--- src/rtl/legv8_fetch_ctrl.sv ---
// LEGv8 fetch sequencer: owns the PC, issues instruction-memory requests
// over a req/gnt handshake and holds one fetched word in the IF/ID buffer.
module legv8_fetch_ctrl #(
  parameter logic [63:0] RESET_PC = 64'h0,
  parameter int          CNT_W    = 32
) (
  input  logic             clk,
  input  logic             rst,
  input  logic             PCSrc,
  input  logic [63:0]      Br_Tar,
  input  logic             halt,
  input  logic             id_stall,
  output logic             imem_req,
  output logic [63:0]      imem_addr,
  input  logic             imem_gnt,
  input  logic [31:0]      imem_rdata,
  output logic             if_valid,
  output logic [63:0]      if_pc,
  output logic [31:0]      if_insn,
  output logic [CNT_W-1:0] fetch_cnt
);

  typedef enum logic [1:0] {BOOT, FETCH, HALT} state_t;

  state_t             state_q, state_d;
  logic [63:0]        pc_q, pc_d;
  logic               valid_q, valid_d;
  logic [63:0]        if_pc_q, if_pc_d;
  logic [31:0]        insn_q, insn_d;
  logic [CNT_W-1:0]   cnt_q, cnt_d;

  logic redirect;
  logic xfer;
  logic consume;

  // Saturating increment: the counter sticks at all-ones instead of wrapping.
  function automatic logic [CNT_W-1:0] sat_inc(input logic [CNT_W-1:0] v);
    return (&v) ? v : v + CNT_W'(1);
  endfunction

  // A redirect seen during BOOT is dropped so boot always starts at RESET_PC.
  assign redirect  = PCSrc & (state_q != BOOT);
  // Request only when the buffer has room now or will be drained this edge.
  assign imem_req  = (state_q == FETCH) & ~PCSrc & ~halt & (~valid_q | ~id_stall);
  assign xfer      = imem_req & imem_gnt;
  assign consume   = valid_q & ~id_stall;

  assign imem_addr = pc_q;
  assign if_valid  = valid_q;
  assign if_pc     = if_pc_q;
  assign if_insn   = insn_q;
  assign fetch_cnt = cnt_q;

  // Next-state logic: FSM transitions, PC sequencing and buffer fill/drain.
  always_comb begin
    state_d = state_q;
    pc_d    = pc_q;
    valid_d = valid_q;
    if_pc_d = if_pc_q;
    insn_d  = insn_q;
    cnt_d   = cnt_q;

    case (state_q)
      BOOT:    state_d = FETCH;
      FETCH:   if (!PCSrc && halt) state_d = HALT;
      HALT:    if (PCSrc) state_d = FETCH;
      default: state_d = BOOT;
    endcase

    if (redirect) begin
      // Flush wins over id_stall; the buffered word is on the wrong path.
      pc_d    = {Br_Tar[63:2], 2'b00};
      valid_d = 1'b0;
    end else if (xfer) begin
      // Refill may coincide with consumption of the previous word.
      insn_d  = imem_rdata;
      if_pc_d = pc_q;
      valid_d = 1'b1;
      pc_d    = pc_q + 64'd4;
      cnt_d   = sat_inc(cnt_q);
    end else if (consume) begin
      valid_d = 1'b0;
    end
  end

  // State registers with synchronous reset.
  always_ff @(posedge clk) begin
    if (rst) begin
      state_q <= BOOT;
      pc_q    <= RESET_PC;
      valid_q <= 1'b0;
      if_pc_q <= 64'h0;
      insn_q  <= 32'h0;
      cnt_q   <= '0;
    end else begin
      state_q <= state_d;
      pc_q    <= pc_d;
      valid_q <= valid_d;
      if_pc_q <= if_pc_d;
      insn_q  <= insn_d;
      cnt_q   <= cnt_d;
    end
  end

endmodule

--- config.mk ---
export PLATFORM = sky130hd
export DESIGN_NAME = legv8_fetch_ctrl
export DESIGN_NICKNAME = d
export VERILOG_FILES = /design/src/rtl/legv8_fetch_ctrl.sv
export SDC_FILE = /design/constraint.sdc
export NUM_CORES = 1
export LEC_CHECK = 0
export ABC_CLOCK_PERIOD_IN_PS = 3100
export CAP_MARGIN = 5
export CELL_PAD_IN_SITES_DETAIL_PLACEMENT = 0
export CELL_PAD_IN_SITES_GLOBAL_PLACEMENT = 1
export CORE_ASPECT_RATIO = 1.5
export CORE_UTILIZATION = 33
export CTS_BUF_LIST = sky130_fd_sc_hd__clkbuf_4 sky130_fd_sc_hd__clkbuf_8 sky130_fd_sc_hd__clkbuf_16
export CTS_CLUSTER_SIZE = 14
export DETAILED_ROUTE_END_ITERATION = 10
export GPL_ROUTABILITY_DRIVEN = 0
export PLACE_DENSITY_LB_ADDON = 0.1
export SLEW_MARGIN = 0
export SYNTH_ARGS = -nofsm -noshare
export SYNTH_HDL_FRONTEND = slang
export SYNTH_SLANG_ARGS = --single-unit
--- constraint.sdc ---
create_clock -name clk -period 3.1 [get_ports clk]
set_clock_uncertainty 0.1 [all_clocks]
set_input_delay 0.62 -clock clk [delete_from_list [all_inputs] [get_ports clk]]
set_output_delay 0.62 -clock clk [all_outputs]
set_load 0.03 [all_outputs]
==> results of run 1 <==
per-stage QoR:
step           hold WS [ns]  TNS [ns]
2_1_floorplan        0.4212         0
5_1_grt              0.3738         0
4_1_cts              0.3560         0
3_3_place_gp         0.3411   -0.1124
3_5_place_dp         0.3457   -0.4436
6_report             0.3528         0
layout make-up:
class                      count  area share, %
multi-input combinational    873          36.45
tap                          337          3.220
sequential                   191          29.20
clock inverter                 7         0.3917
timing repair buffer         358          26.51
inverter                       8         0.2293
clock buffer                  25          3.994
cells in the mapped netlist (4+ instances only):
cell       number  share of area, %
a21o_1          4              0.33
a21oi_1       147               8.2
a221oi_1        7              0.68
a22oi_1         6              0.50
a2bb2oi_1       9              0.88
a31oi_1        35               2.4
and2_1          7              0.49
and3_1         24               1.7
and4_1         13               1.3
buf_1           4              0.17
buf_2          22               1.2
buf_4           6              0.50
clkbuf_1       56               2.3
dfxtp_1       191                43
inv_1           8              0.33
mux2_2          4              0.50
nand2_1       281                12
nand3_1        39               2.2
nand4_1        46               3.2
nor2_1         27               1.1
nor3_1         18               1.0
nor4_1         14              0.97
o211ai_1       16               1.3
o21ai_0        37               2.1
o311ai_0        5              0.49
o31ai_1        11              0.92
or3_1          40               2.8
or4_1          12               1.0
xnor2_1         4              0.39
sequential cells by signal (all words and copies together), names as in the netlist:
name,cells
state_q,2
if_pc,62
fetch_cnt,32
if_insn,32
imem_addr,62
if_valid,1
per-layer routing:
metal / vias up / global-route usage, %
li1: 4797 / -
met1: 4633 / 26.63
met2: 221 / 42.13
met3: 46 / 4.340
met4: 4 / 8.373
met5: - / 0
cell usage in the layout, fill, tap and decap left out, drive strengths merged, types with 27 or more instances in the layout:
master,synthesis,final
clkdlybuf4s50,0,287
nor2,27,27
dfxtp,191,191
o21ai,38,38
nand4,47,47
buf,33,71
a31oi,35,35
a21oi,147,147
or3,40,40
nand2,281,281
nand3,41,41
kinds of logic after synthesis:
family	synth area share, %
AO/OA/AOI/OAI	21.26
flip-flops	42.55
XOR/XNOR	0.6823
adder cells (fa/ha/maj)	0.2784
other	0.04173
AND/OR/NAND/NOR	29.82
multiplexers	0.5012
buffers and inverters	4.859
worst paths after layout:
check	startpoint	end	slack, ns	cells after the start
worst max-delay path	PCSrc	imem_req	0.12	5
worst min-delay path	if_pc[61]	if_pc[61]	0.35	2
worst max register to register	imem_addr[45]	imem_addr[61]	0.52	6
worst min register to register	if_pc[61]	if_pc[61]	0.35	2
power groups by stage:
stage          Clock [W]  Sequential, W  Combinational [W]
2_1_floorplan          0        0.00273           0.000225
3_3_place_gp           0        0.00263           0.000690
3_5_place_dp           0        0.00264           0.000691
4_1_cts          0.00223        0.00258           0.000694
5_1_grt          0.00231        0.00259           0.000737
6_report         0.00217        0.00258           0.000687
critical path: stages:
cell and delay (ns):
clkdlybuf4s50_1 0.48, or4b_1 0.60, buf_4 0.19, a21oi_1 0.17, buf_4 0.20
==> impl_results.md, run 1 <==
- Status: completed
- Largest fanout on the critical path: 4
- Yosys reg bits: 191
- Cell Area, Synth: 8986 sq um
- Clock power frac: 39.9%
- Die area: 27910 sq um
- Register share of total power: 47.5%
- HPWL after DPL: 22990 um
- Top FF cell, synth: dfxtp_1
- Final core utilization: 49.10%
- Lkg Pwr: 4.262 nW
- Final non-filler cell total: 1799
- Top routing layer in use: met5
- Unique cell type count in the Yosys netlist: 71
- Crit path capture type: primary output
- Final setup viols: 0
- WP data arrival: 2.26 ns
- DRT antenna net count: 0
- Slew HR: 51.61%
- Highest clock rate: 335.1 MHz
- Syn avg cell area: 7.740 sq um
- H-tree depth: 4
- Clock buffer depth: 2
- Period Utilization, post-route: 96.26%
- Design Area, Final: 13100 sq um
- PnR worst setup slack: 0.1160 ns
- Max-cap violations: 0
- Cts bufs inserted: 17
- CTS tree: done
- Final Critical Period: 2.984 ns
- Final Hold Violating Endpoints: 0
- Met2 Routed Length: 17060 um
- Share of cells above drive strength 1: 8.824%
- Register area share after synthesis: 42.55%
- Initial Utilization: 33.69%
- Post-synth ARST share: 0%
- Vias per inst: 5.392
- Net switching power: 0.001433 W
- Max Slew Vio Count: 0
- Total core area: 26670 sq um
- Crit Path Category: in2out
- RSZ-0062 raised after global routing: no
- Largest net degree at the start of global routing: 144
- Worst-path clk slew: 0.07 ns
- Starting DRT DRC Count: 443
- DRC violations left: 0
- I/O Buffers: 289
- Hold buffer count at CTS: 0
- First-pass GRT wire length: 50310 um
- Vias in the first global route: 9112
- Post-CTS Setup Inserts: 0
- Initial antenna violation count: 2
- # clock sinks: 191
- CP Launch Type: primary input
- Comb pwr share: 12.6%
- Pint: 0.004000 W
- I/O Pins: 296
- Number of synthesized flops with an enable pin: 0
- Pwr Total: 0.005432 W
- HP Class: reg2reg
- Register Area: 3824 sq um
- Die X: 136.7 um
- Synth Instances: 1161
- Post-Route M1 WL: 13190 um
- Peak VDD IR: 374.6 uV
- First-pass iteration count of the detailed router: 5
- Met3 routed WL: 1445 um
- Die height: 204.1 um
- Num rows: 73
- Dpl ws: -0.09904 ns
- Switch share: 26.37%
- Fill cells: 2648
- Area of the multi-input gates: 4773 sq um
- Total GRT Usage: 23.24%
- Wire per inst: 18.06 um
- Placed cells: 1767
- Total congestion overflow: 0
- YS warnings: 0
- Req. time, crit path: 2.38 ns
- Inserted Diodes: 0
- Tightest Pin Transition: 0.7259 ns
- Clk root buf: clkbuf_16
- Vias: 9701
- Worst-Skew Late Latency: 0.44 ns
- Area grow syn2layout: 45.73%
- Placed inst area: 12520 sq um
- Final #Nets: 1553
- Final wirelength: 32490 um
- Post-cts resize count: 0
- P per Cell Area: 414.8 nW/um^2
Power figures use the tool's default switching activity.
==> inputs of run 2 (changes only) <==
Settings changed: CORE_UTILIZATION 33 to 45, DONT_BUFFER_PORTS from default to 1.
==> impl_results.md, run 2 (synthesis results as in run 1) <==
- Most common cell after layout, fill and taps aside: nand2_1
- Crit Path Category: reg2reg
- Clock power frac: 44.5% (+4.6 points)
- I/O Buffers: 0 (-100%)
- Final Hold Violating Endpoints: 0 (unchanged)
- Die area: 20550 sq um (-26%)
- Clk root buf: clkbuf_16
- Status: completed
- DRC violations left: 0 (unchanged)
- Hold buffer count at CTS: 0 (unchanged)
- WP data arrival: 2.88 ns (+0.62 ns)
- Largest net degree at the start of global routing: 198 (+38%)
- H-tree depth: 4 (unchanged)
- Max Slew Vio Count: 0 (unchanged)
- Period Utilization, post-route: 86.57% (-9.7 points)
- Req. time, crit path: 3.30 ns (+0.92 ns)
- Total GRT Usage: 27.70% (+4.5 points)
- I/O Pins: 296 (unchanged)
- Peak VDD IR: 302.6 uV (-19%)
- P per Cell Area: 517.9 nW/um^2 (+25%)
- RR Startpoint: state_q[1]
- R2R setup slack: 0.42 ns (-0.10 ns)
- Worst-path clk slew: 0.07 ns (about the same)
- Tightest Pin Transition: 0.7153 ns (-0.01060 ns)
- Num rows: 62 (-15%)
- Share of cells above drive strength 1: 13.70% (+4.9 points)
- Worst-Skew Late Latency: 0.44 ns (about the same)
- Starting DRT DRC Count: 597 (+35%)
- Area of the multi-input gates: 4782 sq um (+0.18%)
- First-pass iteration count of the detailed router: 5 (unchanged)
- Switch share: 25.49% (-0.89 points)
- Register share of total power: 47.9% (+0.4 points)
- Initial Utilization: 46.34% (+13 points)
- Reg2reg end: imem_addr[59]
- Design Area, Final: 10440 sq um (-20%)
- CP Capture Point: imem_addr[59]
- Die X: 117.4 um (-14%)
- Lkg Pwr: 3.454 nW (-19%)
- HP Class: in2reg
- Crit path capture type: flip-flop
- Total core area: 19390 sq um (-27%)
- Most used cell, CP: buf_4
- Worst-path cell with the longest stage delay: or4b_1
- Pint: 0.004029 W (+0.74%)
- Dpl ws: 0.2246 ns (+0.3237 ns)
- Total congestion overflow: 0 (unchanged)
- R2R depth: 7 (+1)
- First-pass GRT wire length: 45680 um (-9.2%)
- Largest fanout on the critical path: 21 (+17)
- Clock buffer depth: 2 (unchanged)
- Net switching power: 0.001378 W (-3.8%)
- HPWL after DPL: 20160 um (-12%)
- Vias per inst: 5.969 (+11%)
- Total Neg Setup Slack: 0 ns (unchanged)
- Max-cap violations: 0 (unchanged)
- # clock sinks: 191 (unchanged)
- Crit-path cells: or4b_1 -> nor2_4 -> buf_4 -> buf_4 -> a2bb2oi_1 -> o31a_1 -> a221oi_1
- Vias: 8780 (-9.5%)
- Highest clock rate: 372.6 MHz (+11%)
- Commonest non-fill, non-tap cells in the layout: nand2_1 (280), dfxtp_1 (191), a21oi_1 (146)
- Area grow syn2layout: 16.19%
- Die height: 175.1 um (-14%)
- Fill cells: 1914 (-28%)
- Worst path max stage delay: 0.66 ns (+0.06 ns)
- Register Area: 3824 sq um (unchanged)
- Final setup viols: 0 (unchanged)
- Vias in the first global route: 8546 (-6.2%)
- CP Launch Type: flip-flop
- DRT antenna net count: 0 (unchanged)
- PnR worst setup slack: 0.4165 ns (+0.3005 ns)
- Final wirelength: 28500 um (-12%)
- RSZ-0062 raised after global routing: no
- Final Critical Period: 2.684 ns (-0.3005 ns)
- Placed inst area: 9783 sq um (-22%)
- Crit path launch: state_q[1]
- CTS tree: done
- Wire per inst: 19.37 um (+7.3%)
- Slew HR: 52.32% (+0.71 points)
- Initial antenna violation count: 3 (+1)
- Cts bufs inserted: 17 (unchanged)
- Comb pwr share: 7.6% (-5.0 points)
- Final #Nets: 1303 (-16%)
-- run 2: worst max-delay path: cells and delay by family (launching register included) --
kind	cells	cell delay, ns
and+or+nand+nor	2	0.97
AOI/OAI and AO/OA	3	0.50
buffers and inverters	2	0.57
DFF	1	0.39
-- run 2: layer usage --
metal / global-route usage (%) / vias up / routed length [um] / part of all wire [%]
met2: 49.70 / 281 / 14890 / 52
met1: 29.95 / 4144 / 10770 / 38
met3: 7.474 / 56 / 1880 / 6.6
met4: 13.20 / 0 / 958 / 3.4
met5: 0 / - / 0 / 0
li1: - / 4299 / - / -
-- run 2: final cells by class --
| type | instances | share of cell area [%] |
|---|---|---|
| Clock inverter | 14 | 1.941 |
| Multi-Input combinational cell | 873 | 45.80 |
| Inverter | 8 | 0.2876 |
| Tap cell | 256 | 3.068 |
| Sequential cell | 191 | 36.62 |
| Timing Repair Buffer | 108 | 8.005 |
| Antenna cell | 3 | 0.07190 |
| Clock buffer | 18 | 4.206 |
-- run 2: how the worst min path moves through the flow --
stage	startpoint	end	slack (ns)	cells after the start
global route	rst	imem_addr[41]	0.13	1
CTS	PCSrc	state_q[1]	0.13	1
global placement	imem_addr[24]	imem_addr[24]	0.41	2
floorplan	state_q[1]	state_q[0]	0.42	1
detailed placement	imem_addr[24]	imem_addr[24]	0.42	2
finish	PCSrc	state_q[1]	0.15	1
-- run 2: timing repair --
action | in CTS | in global routing
setup endpoints to repair | 0 | 1
resized for setup | 0 | 1
setup buffers | 0 | 0
-- run 2: power groups by stage --
stage / sequential [W] / combinational, W / clock (W)
global route: 0.00259 / 0.000451 / 0.00254
CTS: 0.00259 / 0.000416 / 0.00246
finish: 0.00259 / 0.000413 / 0.00240
detailed placement: 0.00265 / 0.000415 / 0
floorplan: 0.00273 / 0.000225 / 0
global placement: 0.00264 / 0.000411 / 0
-- run 2: through the flow --
step | hold slack (ns) | cells | total power (W) | util (%)
floorplan | 0.4212 | 1164 | 0.002953 | -
global placement | 0.4144 | 1436 | 0.003056 | 50.45
detailed placement | 0.4198 | 1436 | 0.003061 | 50.45
CTS | 0.1265 | 1468 | 0.005466 | 53.75
global route | 0.1336 | 1471 | 0.005589 | 53.84
finish | 0.1485 | 1471 | 0.005407 | 53.84
==> inputs of run 3 (changes only) <==
Settings changed: ABC_CLOCK_PERIOD_IN_PS 3100 to default, SLEW_MARGIN 0 to 20.
==> impl_results.md, run 3 (synthesis results as in run 1) <==
- RR Startpoint: state_q[1]
- Max Slew Vio Count: 0 (unchanged)
- Design Area, Final: 10430 sq um (-0.11%)
- Clk root buf: clkbuf_16
- Die X: 117.4 um (unchanged)
- Most common cell after layout, fill and taps aside: nand2_1
- R2R setup slack: 0.40 ns (-0.02 ns)
- I/O Pins: 296 (unchanged)
- Req. time, crit path: 3.30 ns (about the same)
- Worst-path cell with the longest stage delay: or4b_1
- Crit path launch: state_q[1]
- Initial antenna violation count: 3 (unchanged)
- Largest fanout on the critical path: 21 (unchanged)
- Vias in the first global route: 8366 (-2.1%)
- Total congestion overflow: 0 (unchanged)
- Total GRT Usage: 27.55% (-0.15 points)
- Worst Hold Launch: rst
- Commonest non-fill, non-tap cells in the layout: nand2_1 (280), dfxtp_1 (191), a21oi_1 (146)
- Share of cells above drive strength 1: 13.70% (unchanged)
- HP Class: in2reg
- Worst-path clk slew: 0.07 ns (about the same)
- Post-CTS Setup Inserts: 0 (unchanged)
- Hold Crit Depth: 1 (unchanged)
- Cts bufs inserted: 17 (unchanged)
- Hold buffer count at CTS: 0 (unchanged)
- RSZ-0062 raised after global routing: no
- Final Critical Period: 2.702 ns (+0.01885 ns)
- Final wirelength: 28770 um (+0.97%)
- Slew HR: 51.70% (-0.62 points)
- Crit-path cells: or4b_1 -> nor2_4 -> buf_4 -> buf_4 -> a2bb2oi_1 -> o31a_1 -> a221oi_1
- Vias: 8819 (+0.44%)
- R2R depth: 7 (unchanged)
- Max-cap violations: 0 (unchanged)
- Area grow syn2layout: 16.07%
- Wire per inst: 19.56 um (+0.97%)
- Final Hold Violating Endpoints: 0 (unchanged)
- First-pass iteration count of the detailed router: 5 (unchanged)
- Crit path capture type: flip-flop
- # clock sinks: 191 (unchanged)
- Status: completed
- Highest clock rate: 370.0 MHz (-0.70%)
- WP data arrival: 2.90 ns (+0.02 ns)
- Largest net degree at the start of global routing: 198 (unchanged)
- Lkg Pwr: 3.443 nW (-0.31%)
- Peak VDD IR: 356.0 uV (+18%)
- HPWL after DPL: 20220 um (+0.28%)
- Total core area: 19390 sq um (unchanged)
- Levels on crit path: 7 (unchanged)
- Worst-Skew Late Latency: 0.44 ns (about the same)
- Worst path max stage delay: 0.66 ns (about the same)
- CP Capture Point: imem_addr[59]
- Vias per inst: 5.995 (+0.44%)
- Buf/Inv on CP: 2 (unchanged)
- Final setup viols: 0 (unchanged)
- Clock buffer depth: 2 (unchanged)
- Starting DRT DRC Count: 557 (-6.7%)
- Most used cell, CP: buf_4
- CTS tree: done
- Num rows: 62 (unchanged)
- Period Utilization, post-route: 87.17% (+0.61 points)
- Placed inst area: 9792 sq um (about the same)
- P per Cell Area: 517.7 nW/um^2 (about the same)
- I/O Buffers: 0 (unchanged)
- DRT antenna net count: 0 (unchanged)
- Initial Utilization: 46.34% (unchanged)
- Die height: 175.1 um (unchanged)
- CP Launch Type: flip-flop
- Crit Path Category: reg2reg
- H-tree depth: 4 (unchanged)
- Die area: 20550 sq um (unchanged)
- Reg2reg end: imem_addr[59]
- Post-cts resize count: 0 (unchanged)
- Top Family by Delay on Critical Path: simple AND/OR/NAND/NOR gates
- Total Neg Setup Slack: 0 ns (unchanged)
- Final #Nets: 1303 (unchanged)
- Tightest Pin Transition: 0.7246 ns (+0.009284 ns)
- First-pass GRT wire length: 45130 um (-1.2%)
- Final core utilization: 53.78% (-0.058 points)
- DRC violations left: 0 (unchanged)
==> run 3: final cells by class <==
cell class,instances,area (sq um)
diodes,3,7.507
clock buffers,17,425.4
clock inverters,15,205.2
fillers,1923,8964
inverters,8,30.03
multi-input cells,873,4782
flip-flops and latches,191,3824
well taps,256,320.3
repair buffers,108,835.8
==> run 3: metrics by stage <==
stage               hold WS [ns]  worst slack (ns)  power, W  std cells
floorplan                 0.4212            0.6110  0.002953       1164
finish                    0.1475            0.3976  0.005400       1471
CTS                       0.1304            0.4171  0.005453       1468
global route              0.1362            0.2892  0.005573       1471
detailed placement        0.4166            0.2224  0.003062       1436
global placement          0.4144            0.3010  0.003056       1436
==> run 3: per-layer routing <==
metal	vias to the layer above	wire (um)	GRT usage [%]
met1	4203	10940	29.72
met4	0	626	10.77
met3	36	1801	7.441
li1	4304	-	-
met2	276	15400	50.59
met5	-	0	0
==> run 3: worst register-to-register path, cell delays in order (launching register included) <==
cell and delay (ns):
dfxtp_1 0.38, or4b_1 0.66, nor2_4 0.32, buf_4 0.29
buf_4 0.30, a2bb2oi_1 0.28, o31a_1 0.17, a221oi_1 0.07
==> run 3: worst min-delay path by stage <==
| stage | to | slack (ns) |
|---|---|---|
| final | if_pc[50] | 0.15 |
| after global routing | state_q[1] | 0.14 |
| after CTS | if_pc[50] | 0.13 |
| after detailed placement | imem_addr[24] | 0.42 |
| after global placement | imem_addr[24] | 0.41 |
| after floorplan | state_q[0] | 0.42 |
==> run 3: power by group <==
part           switching (W)  total [W]  internal (W)
clock network        0.00103    0.00239       0.00136
logic               0.000283   0.000415      0.000133
registers          0.0000825    0.00259       0.00251
total                0.00140    0.00540       0.00400
